File: src/rtl/oneshot_pkg.sv
// Shared definitions for the edge-to-pulse oneshot family: mode encodings,
// per-channel state type and the countdown-width helper.
package oneshot_pkg;

    // Per-channel edge select: bit 0 enables rising, bit 1 enables falling.
    localparam logic [1:0] MODE_OFF  = 2'b00;
    localparam logic [1:0] MODE_RISE = 2'b01;
    localparam logic [1:0] MODE_FALL = 2'b10;
    localparam logic [1:0] MODE_BOTH = 2'b11;

    typedef enum logic [1:0] {
        IDLE  = 2'd0,
        PULSE = 2'd1,
        HOLD  = 2'd2
    } state_t;

    // Width of the shared pulse/hold-off countdown; never below one bit.
    function automatic int unsigned cnt_width(input int unsigned plen,
                                              input int unsigned hold);
        int unsigned m;
        m = (plen > hold) ? plen : hold;
        return (m <= 1) ? 1 : $clog2(m);
    endfunction

endpackage

File: src/rtl/edge_oneshot_chan.sv
// One oneshot channel: input synchroniser, mode-gated edge detector,
// IDLE/PULSE/HOLD sequencer and, with EDGE_COUNT_EN, a saturating event counter.
// The detected edge is registered once before the sequencer, giving a
// pulse SYNC_STAGES+1 clocks after the first capturing edge.
module edge_oneshot_chan
    import oneshot_pkg::*;
#(
    parameter int unsigned SYNC_STAGES = 2,
    parameter int unsigned PULSE_LEN   = 1,
    parameter int unsigned HOLDOFF     = 0
`ifdef EDGE_COUNT_EN
   ,parameter int unsigned CNT_W       = 16
`endif
) (
    input  logic             i_clk,
    input  logic             i_reset,
    input  logic             i_in,
    input  logic [1:0]       i_mode,
`ifdef EDGE_COUNT_EN
    input  logic             i_cnt_clr,
    output logic [CNT_W-1:0] o_count,
`endif
    output logic             o_pulse,
    output logic             o_pulse_nxt_c,
    output logic             o_busy
);

    localparam int unsigned   CW         = cnt_width(PULSE_LEN, HOLDOFF);
    localparam logic [CW-1:0] PULSE_LOAD = CW'(PULSE_LEN - 1);
    localparam logic [CW-1:0] HOLD_LOAD  = (HOLDOFF > 0) ? CW'(HOLDOFF - 1) : '0;

    logic [SYNC_STAGES-1:0] sync_q;
    logic                   sync_s;
    logic                   prev_q;
    logic                   edge_q;
    logic                   rise_c;
    logic                   fall_c;
    logic                   edge_c;
    state_t                 state_q;
    state_t                 state_d;
    logic [CW-1:0]          cnt_q;
    logic [CW-1:0]          cnt_d;

    assign sync_s = sync_q[SYNC_STAGES-1];

    // Synchroniser chain, previous-sample flop and registered edge strobe.
    always_ff @(posedge i_clk or negedge i_reset) begin
        if (!i_reset) begin
            sync_q <= '0;
            prev_q <= 1'b0;
            edge_q <= 1'b0;
        end else begin
            sync_q <= SYNC_STAGES'({sync_q, i_in});
            prev_q <= sync_s;
            edge_q <= edge_c;
        end
    end

    // Edge classification gated by the per-channel mode.
    always_comb begin
        rise_c = sync_s & ~prev_q;
        fall_c = ~sync_s & prev_q;
        edge_c = (i_mode[0] & rise_c) | (i_mode[1] & fall_c);
    end

    // Next-state and countdown; edges outside IDLE are dropped, MODE_OFF aborts.
    always_comb begin
        state_d = state_q;
        cnt_d   = cnt_q;
        case (state_q)
            IDLE: begin
                if (edge_q) begin
                    state_d = PULSE;
                    cnt_d   = PULSE_LOAD;
                end
            end
            PULSE: begin
                if (cnt_q == '0) begin
                    if (HOLDOFF > 0) begin
                        state_d = HOLD;
                        cnt_d   = HOLD_LOAD;
                    end else begin
                        state_d = IDLE;
                    end
                end else begin
                    cnt_d = cnt_q - CW'(1);
                end
            end
            HOLD: begin
                if (cnt_q == '0) begin
                    state_d = IDLE;
                end else begin
                    cnt_d = cnt_q - CW'(1);
                end
            end
            default: begin
                state_d = IDLE;
                cnt_d   = '0;
            end
        endcase
        if (i_mode == MODE_OFF) begin
            state_d = IDLE;
            cnt_d   = '0;
        end
    end

    assign o_pulse_nxt_c = (state_d == PULSE);

    // State register with outputs decoded from next state so they are plain flops.
    always_ff @(posedge i_clk or negedge i_reset) begin
        if (!i_reset) begin
            state_q <= IDLE;
            cnt_q   <= '0;
            o_pulse <= 1'b0;
            o_busy  <= 1'b0;
        end else begin
            state_q <= state_d;
            cnt_q   <= cnt_d;
            o_pulse <= (state_d == PULSE);
            o_busy  <= (state_d != IDLE);
        end
    end

`ifdef EDGE_COUNT_EN
    logic enter_c;

    assign enter_c = (state_q != PULSE) && (state_d == PULSE);

    // Saturating count of pulse starts; clear wins over a same-cycle start.
    always_ff @(posedge i_clk or negedge i_reset) begin
        if (!i_reset) begin
            o_count <= '0;
        end else if (i_cnt_clr) begin
            o_count <= '0;
        end else if (enter_c && (o_count != '1)) begin
            o_count <= o_count + CNT_W'(1);
        end
    end
`endif

endmodule

File: src/rtl/edge_oneshot_multi.sv
// Multi-channel edge-to-pulse generator: N_CH independent oneshot channels
// plus a registered OR of all pulses aligned with o_pulse.
// Optional feature macro: EDGE_COUNT_EN (per-channel saturating event counters).
module edge_oneshot_multi
    import oneshot_pkg::*;
#(
    parameter int unsigned N_CH        = 4,
    parameter int unsigned SYNC_STAGES = 2,
    parameter int unsigned PULSE_LEN   = 1,
    parameter int unsigned HOLDOFF     = 0,
    parameter int unsigned CNT_W       = 16
) (
    input  logic                  i_clk,
    input  logic                  i_reset,
    input  logic [N_CH-1:0]       i_in,
    input  logic [2*N_CH-1:0]     i_mode,
`ifdef EDGE_COUNT_EN
    input  logic                  i_cnt_clr,
    output logic [N_CH*CNT_W-1:0] o_count,
`endif
    output logic [N_CH-1:0]       o_pulse,
    output logic                  o_any,
    output logic [N_CH-1:0]       o_busy
);

    // Reject degenerate configurations at elaboration.
    if ((N_CH == 0) || (SYNC_STAGES == 0) || (PULSE_LEN == 0) || (CNT_W == 0)) begin : g_bad_param
        $error("edge_oneshot_multi: N_CH, SYNC_STAGES, PULSE_LEN and CNT_W must be >= 1");
    end

    logic [N_CH-1:0] pulse_nxt;

    // One independent channel per input bit.
    for (genvar c = 0; c < N_CH; c++) begin : g_ch
        edge_oneshot_chan #(
            .SYNC_STAGES (SYNC_STAGES),
            .PULSE_LEN   (PULSE_LEN),
            .HOLDOFF     (HOLDOFF)
`ifdef EDGE_COUNT_EN
           ,.CNT_W       (CNT_W)
`endif
        ) u_chan (
            .i_clk         (i_clk),
            .i_reset       (i_reset),
            .i_in          (i_in[c]),
            .i_mode        (i_mode[2*c +: 2]),
`ifdef EDGE_COUNT_EN
            .i_cnt_clr     (i_cnt_clr),
            .o_count       (o_count[c*CNT_W +: CNT_W]),
`endif
            .o_pulse       (o_pulse[c]),
            .o_pulse_nxt_c (pulse_nxt[c]),
            .o_busy        (o_busy[c])
        );
    end

    // OR of the channels' next pulse values, registered to line up with o_pulse.
    always_ff @(posedge i_clk or negedge i_reset) begin
        if (!i_reset) begin
            o_any <= 1'b0;
        end else begin
            o_any <= |pulse_nxt;
        end
    end

endmodule
File: config.mk
export PLATFORM = sky130hd
export DESIGN_NAME = edge_oneshot_multi
export DESIGN_NICKNAME = d
export VERILOG_FILES = /design/src/rtl/oneshot_pkg.sv /design/src/rtl/edge_oneshot_chan.sv /design/src/rtl/edge_oneshot_multi.sv
export SDC_FILE = /design/constraint.sdc
export NUM_CORES = 1
export LEC_CHECK = 0
export CAP_MARGIN = 20
export CORE_UTILIZATION = 61
export CTS_CLUSTER_SIZE = 24
export DETAILED_ROUTE_END_ITERATION = 10
export DONT_BUFFER_PORTS = 1
export MAX_ROUTING_LAYER = met4
export PLACE_DENSITY = 0.82
export SYNTH_ARGS = -nofsm -noshare
export SYNTH_HDL_FRONTEND = slang
export SYNTH_SLANG_ARGS = --single-unit
File: constraint.sdc
create_clock -name i_clk -period 3.14 [get_ports i_clk]
set_clock_uncertainty 0.2 [all_clocks]
set_input_delay 0.471 -clock i_clk [delete_from_list [all_inputs] [get_ports i_clk]]
set_output_delay 0.471 -clock i_clk [all_outputs]
set_load 0.005 [all_outputs]
==> impl_metrics.env <==
export IMPL_max_freq_mhz=716.3
export IMPL_grt_ovfl_total=0
export IMPL_cap_viol_max_count=0
export IMPL_clk_latency_ns=0.31
export IMPL_fin_crit_ns=1.396
export IMPL_grt_pass1_wl_microns=2401
export IMPL_tns_ns=0
export IMPL_port_buffers=0
export IMPL_synth_avg_cell_area_sq_um=15.42
export IMPL_cts_resized=0
export IMPL_drc=0
export IMPL_area_growth_pct=9.372
export IMPL_cts_tree="built"
export IMPL_drt_pass1_iterations=4
export IMPL_peakVddDrop_mv=0.4034
export IMPL_rows=14
export IMPL_place_congestion=0.6682
export IMPL_io_pins=23
export IMPL_wirelength_microns=1319
export IMPL_rsz0062_at_grt="no"
export IMPL_drt_antenna_violating_nets=0
export IMPL_outcome="completed"
export IMPL_cp_max_fo=1
export IMPL_track_usage=0.1943
export IMPL_crit_start="g_ch[1].u_chan.o_pulse$_DFF_PN0_"
export IMPL_nets=93
export IMPL_htreeDepth=2
export IMPL_yosys_warnings=0
export IMPL_reg2reg_setup_slack_ns=1.77
export IMPL_min_path_type="input pin to flip-flop"
export IMPL_grt_max_degree=34
export IMPL_hold_viol=0
export IMPL_post_route_period_util=0.4446
export IMPL_power_density_mw_per_mm2=586.1
export IMPL_clk_pin_slew_ns=0.10
export IMPL_wl_per_cell_microns=12.68
export IMPL_die_width_microns=44.37
export IMPL_coreArea_sq_mm=0.001594
export IMPL_cp_start_kind="flip-flop"
export IMPL_leakage_nw=0.5368
export IMPL_finalSetupViolCount=0
export IMPL_ys_ff_latch=33
export IMPL_cts_sinks=33
export IMPL_yosysUniqueCellTypes=11
export IMPL_critPathArrivalTime_ns=0.73
export IMPL_antenna_found_initial=0
export IMPL_placed_cell_area_sq_mm=0.001076
export IMPL_worstSetupPathType="flip-flop to output port"
export IMPL_vias_per_cell=5.298
export IMPL_die_area_sq_mm=0.001968
export IMPL_hp_start="i_mode[7]"
export IMPL_syn_inst=71
export IMPL_dp_hpwl_microns=867.1
export IMPL_synth_area_sq_mm=0.001095
export IMPL_die_h_microns=44.37
export IMPL_fillers=90
export IMPL_cts_root_buf="clkbuf_4"
export IMPL_first_iter_violations=6
export IMPL_cts_path_max_buffers=2
export IMPL_final_cell_area_sq_mm=0.001197
export IMPL_grt_pass1_vias=584
export IMPL_vias=551
export IMPL_initial_core_util=0.6868
export IMPL_endpoint_kind="output port"
export IMPL_required_ns=2.47
export IMPL_antenna_cells=0
export IMPL_final_max_slew_viol_count=0
export IMPL_synth_yosys_seq_area_share=0.7543
export IMPL_cts_buffers=5
export IMPL_r2r_start="g_ch[2].u_chan.edge_q$_DFF_PN0_"
export IMPL_drive_above_1_share=0.1375
==> registers in the layout, indices dropped and copies added, names as in the netlist <==
name / cells
g_ch.u_chan.sync_q: 8
g_ch.u_chan.o_busy: 4
g_ch.u_chan.state_q: 8
o_any: 1
g_ch.u_chan.o_pulse: 4
g_ch.u_chan.edge_q: 4
g_ch.u_chan.prev_q: 4
==> per-layer routing <==
layer | vias to the layer above | share of wire | track usage
met3 | 5 | 0.062 | 0.07755
met2 | 23 | 0.49 | 0.2647
li1 | 255 | - | -
met5 | - | 0 | -
met4 | 0 | 0.031 | 0.1636
met1 | 268 | 0.42 | 0.2232
==> where the power goes <==
group | internal, mW | total [mW] | switching (mW)
Sequential | 0.446 | 0.458 | 0.0121
Clock | 0.0851 | 0.212 | 0.127
Combinational | 0.0164 | 0.0314 | 0.0149
Total | 0.548 | 0.702 | 0.154
==> worst paths after layout <==
path	endpoint	cells after the start
worst max-delay path	o_pulse[1]	0
worst min-delay path	g_ch[3].u_chan.edge_q$_DFF_PN0_	2
worst max register to register	o_any$_DFF_PN0_	2
worst min register to register	g_ch[3].u_chan.sync_q[1]$_DFF_PN0_	0
max in group asynchronous	g_ch[1].u_chan.edge_q$_DFF_PN0_	2
min in group asynchronous	g_ch[2].u_chan.prev_q$_DFF_PN0_	2
==> per-stage QoR <==
stage               utilization  hold WS, ns  setup WS [ns]  total power, mW  std cells
global route             0.7512      0.07189          1.707           0.7387        104
floorplan                     -     -0.02459          1.671           0.4837         74
CTS                      0.7512      0.06355          1.722           0.7127        104
finish                   0.7512      0.07902          1.744           0.7018        104
global placement         0.6750     -0.02413          1.649           0.4817         90
detailed placement       0.6750     -0.02422          1.626           0.4837         90
==> area by class of cell <==
cell class,count,area [sq um],share of cell area
clock inverter,2,10.01,0.008359
timing repair buffer,6,70.07,0.05852
multi-input combinational,33,220.2,0.1839
clock buffer,6,41.29,0.03448
tap,24,30.03,0.02508
sequential,33,825.8,0.6897
==> logic make-up (layout without fill, tap and decap cells) <==
logic type	count (synthesis)	after routing	synth area share
flops	33	33	0.7543
simple gates	25	25	0.1691
buf+inv	8	14	0.05486
compound gates	4	4	0.01829
other cells	1	4	0.003425
==> repair_timing <==
item                                    4_1_cts  5_1_grt
hold buffers                                  6        0
hold endpoints to repair                     37        0
endpoints found under the setup margin        0        0
setup buffers                                 0        0
==> synthesized netlist by cell type <==
cell / instances / area share
buf_4: 8 / 0.055
nor4b_1: 12 / 0.096
or4_1: 1 / 0.0069
nor2_2: 2 / 0.011
o21ai_0: 4 / 0.018
nor2_1: 1 / 0.0034
nand3b_1: 4 / 0.027
dfrtp_1: 33 / 0.75
nor2_4: 1 / 0.010
conb_1: 1 / 0.0034
nand2_1: 4 / 0.014
==> placed cells by master, fill, tap and decap left out, drive strengths merged <==
master and instances:
conb 4, buf 1, clkbuf 6, nand3b 4
nand2 4, dfrtp 33, clkinv 2, o21ai 4
nor2 4, dlygate4sd3 5, or4 1, nor4b 12
No activity file was read; power rests on OpenSTA's default activity.
